--- config.mk ---
export PLATFORM = sky130hd
export DESIGN_NAME = alu_share_sched
export DESIGN_NICKNAME = d
export VERILOG_FILES = /design/src/rtl/alu_share_sched.sv
export SDC_FILE = /design/constraint.sdc
export NUM_CORES = 1
export LEC_CHECK = 0
export CORE_MARGIN = 2
export CORE_UTILIZATION = 41
export DETAILED_ROUTE_END_ITERATION = 8
export GPL_ROUTABILITY_DRIVEN = 0
export HOLD_SLACK_MARGIN = 0.05
export PLACE_DENSITY = 0.82
export SLEW_MARGIN = 30
export SYNTH_ARGS = -nofsm -noshare
export SYNTH_HDL_FRONTEND = slang
export SYNTH_SLANG_ARGS = --single-unit
--- constraint.sdc ---
create_clock -name clk -period 3.61 [get_ports clk]
set_input_delay 0.5415 -clock clk [delete_from_list [all_inputs] [get_ports clk]]
set_output_delay 0.5415 -clock clk [all_outputs]
set_load 0.01 [all_outputs]
--- src/rtl/alu_share_sched.sv ---
// Round-robin scheduler sharing one fixed-latency ALU among NUM_REQ requesters.
// One operation in flight: accept, wait ALU_LAT cycles, return result to owner.
module alu_share_sched #(
  parameter int unsigned NUM_REQ = 4,
  parameter int unsigned WIDTH   = 8,
  parameter int unsigned OPW     = 3,
  parameter int unsigned ALU_LAT = 1
) (
  input  logic                     clk,
  input  logic                     rst_n,
  input  logic [NUM_REQ-1:0]       req_valid,
  output logic [NUM_REQ-1:0]       req_ready,
  input  logic [NUM_REQ*WIDTH-1:0] req_a,
  input  logic [NUM_REQ*WIDTH-1:0] req_b,
  input  logic [NUM_REQ*OPW-1:0]   req_op,
  output logic [WIDTH-1:0]         alu_a,
  output logic [WIDTH-1:0]         alu_b,
  output logic [OPW-1:0]           alu_op,
  input  logic [WIDTH-1:0]         alu_res,
  output logic [NUM_REQ-1:0]       rsp_valid,
  output logic [WIDTH-1:0]         rsp_data,
  input  logic [NUM_REQ-1:0]       rsp_ready,
  output logic                     busy
);

  localparam int unsigned IdxW = (NUM_REQ > 1) ? $clog2(NUM_REQ) : 1;
  localparam int unsigned CntW = (ALU_LAT > 1) ? $clog2(ALU_LAT) : 1;
  localparam logic [IdxW:0] NumReqW = (IdxW + 1)'(NUM_REQ);
  localparam logic [IdxW-1:0] LastIdx = IdxW'(NUM_REQ - 1);

  typedef enum logic [1:0] {StIdle, StExec, StResp} state_e;

  state_e              state_q, state_d;
  logic [IdxW-1:0]     rr_ptr_q, rr_ptr_d;
  logic [IdxW-1:0]     grant_q, grant_d;
  logic [CntW-1:0]     lat_cnt_q, lat_cnt_d;
  logic [WIDTH-1:0]    alu_a_q, alu_a_d;
  logic [WIDTH-1:0]    alu_b_q, alu_b_d;
  logic [OPW-1:0]      alu_op_q, alu_op_d;
  logic [WIDTH-1:0]    rsp_data_q, rsp_data_d;
  logic [NUM_REQ-1:0]  rsp_valid_q, rsp_valid_d;

  logic [WIDTH-1:0]    a_arr  [NUM_REQ];
  logic [WIDTH-1:0]    b_arr  [NUM_REQ];
  logic [OPW-1:0]      op_arr [NUM_REQ];

  for (genvar i = 0; i < NUM_REQ; i++) begin : g_unpack
    assign a_arr[i]  = req_a[i*WIDTH +: WIDTH];
    assign b_arr[i]  = req_b[i*WIDTH +: WIDTH];
    assign op_arr[i] = req_op[i*OPW +: OPW];
  end

  // Round-robin search starting at rr_ptr_q, wrapping modulo NUM_REQ.
  logic            found;
  logic [IdxW-1:0] win;
  logic [IdxW:0]   cand;

  always_comb begin
    found = 1'b0;
    win   = '0;
    cand  = '0;
    for (int k = 0; k < NUM_REQ; k++) begin
      cand = {1'b0, rr_ptr_q} + (IdxW + 1)'(k);
      if (cand >= NumReqW) begin
        cand = cand - NumReqW;
      end
      if (!found && req_valid[cand[IdxW-1:0]]) begin
        found = 1'b1;
        win   = cand[IdxW-1:0];
      end
    end
  end

  always_comb begin
    state_d     = state_q;
    rr_ptr_d    = rr_ptr_q;
    grant_d     = grant_q;
    lat_cnt_d   = lat_cnt_q;
    alu_a_d     = alu_a_q;
    alu_b_d     = alu_b_q;
    alu_op_d    = alu_op_q;
    rsp_data_d  = rsp_data_q;
    rsp_valid_d = rsp_valid_q;
    req_ready   = '0;
    unique case (state_q)
      StIdle: begin
        // Gated by rst_n so no handshake is offered while reset is held.
        if (found && rst_n) begin
          req_ready[win] = 1'b1;
          alu_a_d        = a_arr[win];
          alu_b_d        = b_arr[win];
          alu_op_d       = op_arr[win];
          grant_d        = win;
          lat_cnt_d      = CntW'(ALU_LAT - 1);
          state_d        = StExec;
        end
      end
      StExec: begin
        if (lat_cnt_q == '0) begin
          rsp_data_d           = alu_res;
          rsp_valid_d          = '0;
          rsp_valid_d[grant_q] = 1'b1;
          state_d              = StResp;
        end else begin
          lat_cnt_d = lat_cnt_q - 1'b1;
        end
      end
      StResp: begin
        if (rsp_ready[grant_q]) begin
          rsp_valid_d = '0;
          rr_ptr_d    = (grant_q == LastIdx) ? '0 : grant_q + 1'b1;
          state_d     = StIdle;
        end
      end
      default: state_d = StIdle;
    endcase
  end

  always_ff @(posedge clk or negedge rst_n) begin
    if (!rst_n) begin
      state_q     <= StIdle;
      rr_ptr_q    <= '0;
      grant_q     <= '0;
      lat_cnt_q   <= '0;
      alu_a_q     <= '0;
      alu_b_q     <= '0;
      alu_op_q    <= '0;
      rsp_data_q  <= '0;
      rsp_valid_q <= '0;
    end else begin
      state_q     <= state_d;
      rr_ptr_q    <= rr_ptr_d;
      grant_q     <= grant_d;
      lat_cnt_q   <= lat_cnt_d;
      alu_a_q     <= alu_a_d;
      alu_b_q     <= alu_b_d;
      alu_op_q    <= alu_op_d;
      rsp_data_q  <= rsp_data_d;
      rsp_valid_q <= rsp_valid_d;
    end
  end

  assign alu_a     = alu_a_q;
  assign alu_b     = alu_b_q;
  assign alu_op    = alu_op_q;
  assign rsp_data  = rsp_data_q;
  assign rsp_valid = rsp_valid_q;
  assign busy      = (state_q != StIdle);

endmodule

==> flow_summary_export.csv <==
group,metric,value,unit
run_status,status,"completed",
global_route,first_pass_grt_wire_length,9.51,mm
layout,layout_commonest_cell,"sky130_fd_sc_hd__clkdlybuf4s50_1",
layout,syn2layout_area_growth,63.8,%
routing,detail_route.vias_per_cell,5.04,
layout,finalNetCount,406,
setup_path,rr_endpoint,"alu_a[7]",
layout,postLayoutCoreUtil,70.1,%
timing,slew_headroom,68.3,%
floorplanning,placement_rows,26,
clock_network,tritoncts,"done",
clock_network,cts-hold-fix-buffers,0,
layout,layout-drive-gt1-share,16.5,%
clock_network,cts-resized-gates,0,
setup_path,timing.rr.start,"rr_ptr_q[1]",
logic_synthesis,synth.distinct_cells,36,
timing,grt_setup_unrepaired,"false",
logic_synthesis,syn-cell-area,2210,µm²
logic_synthesis,synth_largest_type_area_fraction,41.9,%
setup_path,setup.worst_path.class,"input port to output pin",
global_route,grt_antenna_before_repair,0,
power_and_ir_drop,power_density,659,nW/µm²
routing,avgRoutedWirePerCell,15.7,µm
placed_design,dp_slack,356,ps
logic_synthesis,synth-seq-cells,37,
clock_network,worst_setup_hold_path_clk_slew,70,ps
worst_hold_path,holdCritPathClass,"input port to async pin",
power_and_ir_drop,total_leakage_power,1.57,nW
clock_network,clock_insertion_delay_worst_skew,290,ps
logic_synthesis,mappedNetlistNets,274,
timing,setup_viol,0,
timing,tightest_slew,476,ps
routing,drc_violation_total_after_the_first_tritonroute_iteration,56,
setup_path,element_type_at_the_critical_path_start,"input port",
setup_path,timing.critical_path.fanout_max,15,
timing,finClkSkew,5.84,ps
setup_path,worst_r2r_path_depth,5,
setup_path,rrSetupSlack,1510,ps
timing,crit_path_setup_slack_layout,373,ps
layout,antenna-diode-count,0,
global_route,grt-ovfl-total,0,
routing,drc,0,
floorplanning,die_height,77.5,µm
global_route,global_route.usage.total,20.0,%
power_and_ir_drop,vdd.ir_drop.worst,0.000378,V
floorplanning,die_area,6000,µm²
setup_path,cp_data_arrival_time,2700,ps
timing,number_of_max_slew_violations_in_the_final_report,0,
clock_network,cts_max_level,2,
routing,finalWirelength,5.95,mm
routing,first_pass_iters,4,
clock_network,cts.repair_timing.setup_buffer_count,0,
timing,setup_tns,0,ps
flow_run,maxCapViolCount,0,
logic_synthesis,synthesis.instances,176,
logic_synthesis,avgSynthCellArea,12.6,µm²
layout,combined_flip_flop_and_latch_cell_area,926,µm²
floorplanning,initial_utilization,42.8,%
logic_synthesis,netlist.top_cell.by_area,"sky130_fd_sc_hd__dfrtp_1",
timing,hold_viol,0,
timing,achievable-frequency,309,MHz
global_route,grt_max_degree,38,
layout,multi_input_area,1170,µm²
logic_synthesis,yosys_warnings,0,
clock_network,longest_clk_path_bufs,2,
floorplanning,core_area,5170,µm²
floorplanning,dieWidth,77.5,µm
power_and_ir_drop,report.power.total,2.39,mW
routing,route.vias.total,1910,
timing,layout_worst_path_cycle_share,89.7,%
clock_network,clockRootBuffer,"sky130_fd_sc_hd__clkbuf_8",
clock_network,clock_sink_count,37,
logic_synthesis,yosys-top-cells-area,"sky130_fd_sc_hd__dfrtp_1 42%, sky130_fd_sc_hd__mux2i_1 17%, sky130_fd_sc_hd__o221ai_2 13%",
setup_path,worst_ep_required_time,3070,ps
timing,finalWorstPathRequiredPeriod,3240,ps
layout,layout.cells.most_common_list,"128 x sky130_fd_sc_hd__clkdlybuf4s50_1, 38 x sky130_fd_sc_hd__mux2i_1, 37 x sky130_fd_sc_hd__dfrtp_1",
clock_network,numCtsBuffers,5,
routing,ant_nets,0,
global_route,number_of_global_route_vias_before_repair,1922,
logic_synthesis,synth_seq_area_share,41.9,%
layout,final.fill_count,404,
floorplanning,io-pin-count,130,
setup_path,worstSetupEndpointType,"output pin",
placed_design,numPortBuffers,129,
placed_design,detail_placement_hpwl,4.66,mm
critical path, stage by stage:
cell,delay [ps]
sky130_fd_sc_hd__clkdlybuf4s50_1,570
sky130_fd_sc_hd__or4_1,180
sky130_fd_sc_hd__nand3_2,290
sky130_fd_sc_hd__or3_1,450
sky130_fd_sc_hd__nor2b_1,120
sky130_fd_sc_hd__clkdlybuf4s50_1,550
stage by stage:
| step | instances | hold slack (ps) | area, µm² |
|---|---|---|---|
| floorplan | 176 | 246 | 2210 |
| global placement | 371 | 467 | 3540 |
| detailed placement | 371 | 473 | 3540 |
| CTS | 379 | 348 | 3620 |
| global route | 379 | 366 | 3620 |
| finish | 379 | 345 | 3620 |
cells by family after synthesis:
kind of cell / Yosys count / synth area share, %
AO/OA/AOI/OAI: 33 / 18.9
adder cells (fa/ha/maj): 4 / 2.26
buffers and inverters: 17 / 5.43
flip-flops: 37 / 41.9
multiplexers: 49 / 23.5
AND/OR/NAND/NOR: 36 / 8.09
flip-flops by register name (all words and copies together) (netlist names):
name,cells
rsp_data,8
alu_a,8
state_q,2
alu_b,8
rr_ptr_q,2
rsp_valid,4
grant_q,2
alu_op,3
power by group:
part / internal [mW] / switching, mW
logic: 0.769 / 0.601
registers: 0.613 / 0.127
clock network: 0.134 / 0.143
total: 1.52 / 0.871
routing by layer:
metal  share of wire, %  track usage [%]  vias up  wire, µm
li1                   -                -      925         -
met1                 43             25.2      892      2550
met2                 48             32.9       84      2860
met3                7.5             5.81        9       446
met4                1.6             6.79        0        97
met5                  0                0        -         0
worst max path at each step:
stage / startpoint / slack (ps) / to
final: req_valid[3] / 370 / req_ready[2]
after global routing: req_valid[3] / 230 / req_ready[2]
after CTS: req_valid[3] / 350 / req_ready[2]
after detailed placement: req_valid[3] / 360 / req_ready[2]
after global placement: req_valid[3] / 430 / req_ready[2]
after floorplan: req_valid[1] / 1350 / req_ready[3]
synth_stat cells:
master / n
sky130_fd_sc_hd__o21bai_1: 1
sky130_fd_sc_hd__o221ai_2: 19
sky130_fd_sc_hd__and2b_1: 1
sky130_fd_sc_hd__nor2_1: 2
sky130_fd_sc_hd__inv_2: 1
sky130_fd_sc_hd__or2b_1: 1
sky130_fd_sc_hd__or3b_2: 1
sky130_fd_sc_hd__a21o_1: 1
sky130_fd_sc_hd__or3_1: 1
sky130_fd_sc_hd__nand3_2: 1
sky130_fd_sc_hd__mux2_2: 9
sky130_fd_sc_hd__or4_1: 1
sky130_fd_sc_hd__a22o_1: 4
sky130_fd_sc_hd__o221ai_4: 1
sky130_fd_sc_hd__o21ai_1: 1
sky130_fd_sc_hd__o21ai_2: 1
sky130_fd_sc_hd__ha_1: 4
sky130_fd_sc_hd__o21a_1: 1
sky130_fd_sc_hd__nand2_1: 21
sky130_fd_sc_hd__clkbuf_1: 3
sky130_fd_sc_hd__a21oi_1: 1
sky130_fd_sc_hd__mux4_2: 1
sky130_fd_sc_hd__a311oi_2: 1
sky130_fd_sc_hd__a21boi_0: 1
sky130_fd_sc_hd__buf_6: 1
sky130_fd_sc_hd__inv_1: 5
sky130_fd_sc_hd__mux2i_1: 38
sky130_fd_sc_hd__buf_8: 3
sky130_fd_sc_hd__o31ai_1: 1
sky130_fd_sc_hd__nor2b_1: 4
sky130_fd_sc_hd__nor4_1: 1
sky130_fd_sc_hd__dfrtp_1: 37
sky130_fd_sc_hd__buf_4: 4
sky130_fd_sc_hd__mux2_4: 1
sky130_fd_sc_hd__nand2b_1: 1
sky130_fd_sc_hd__nand3b_1: 1
area by class of cell:
class / instances / share of cell area [%]
Timing Repair Buffer: 136 / 36.9
Clock buffer: 6 / 2.00
Clock inverter: 2 / 0.276
Multi-Input combinational cell: 122 / 32.2
Inverter: 6 / 0.622
Sequential cell: 37 / 25.6
Tap cell: 70 / 2.42
Power figures use the tool's default switching activity.
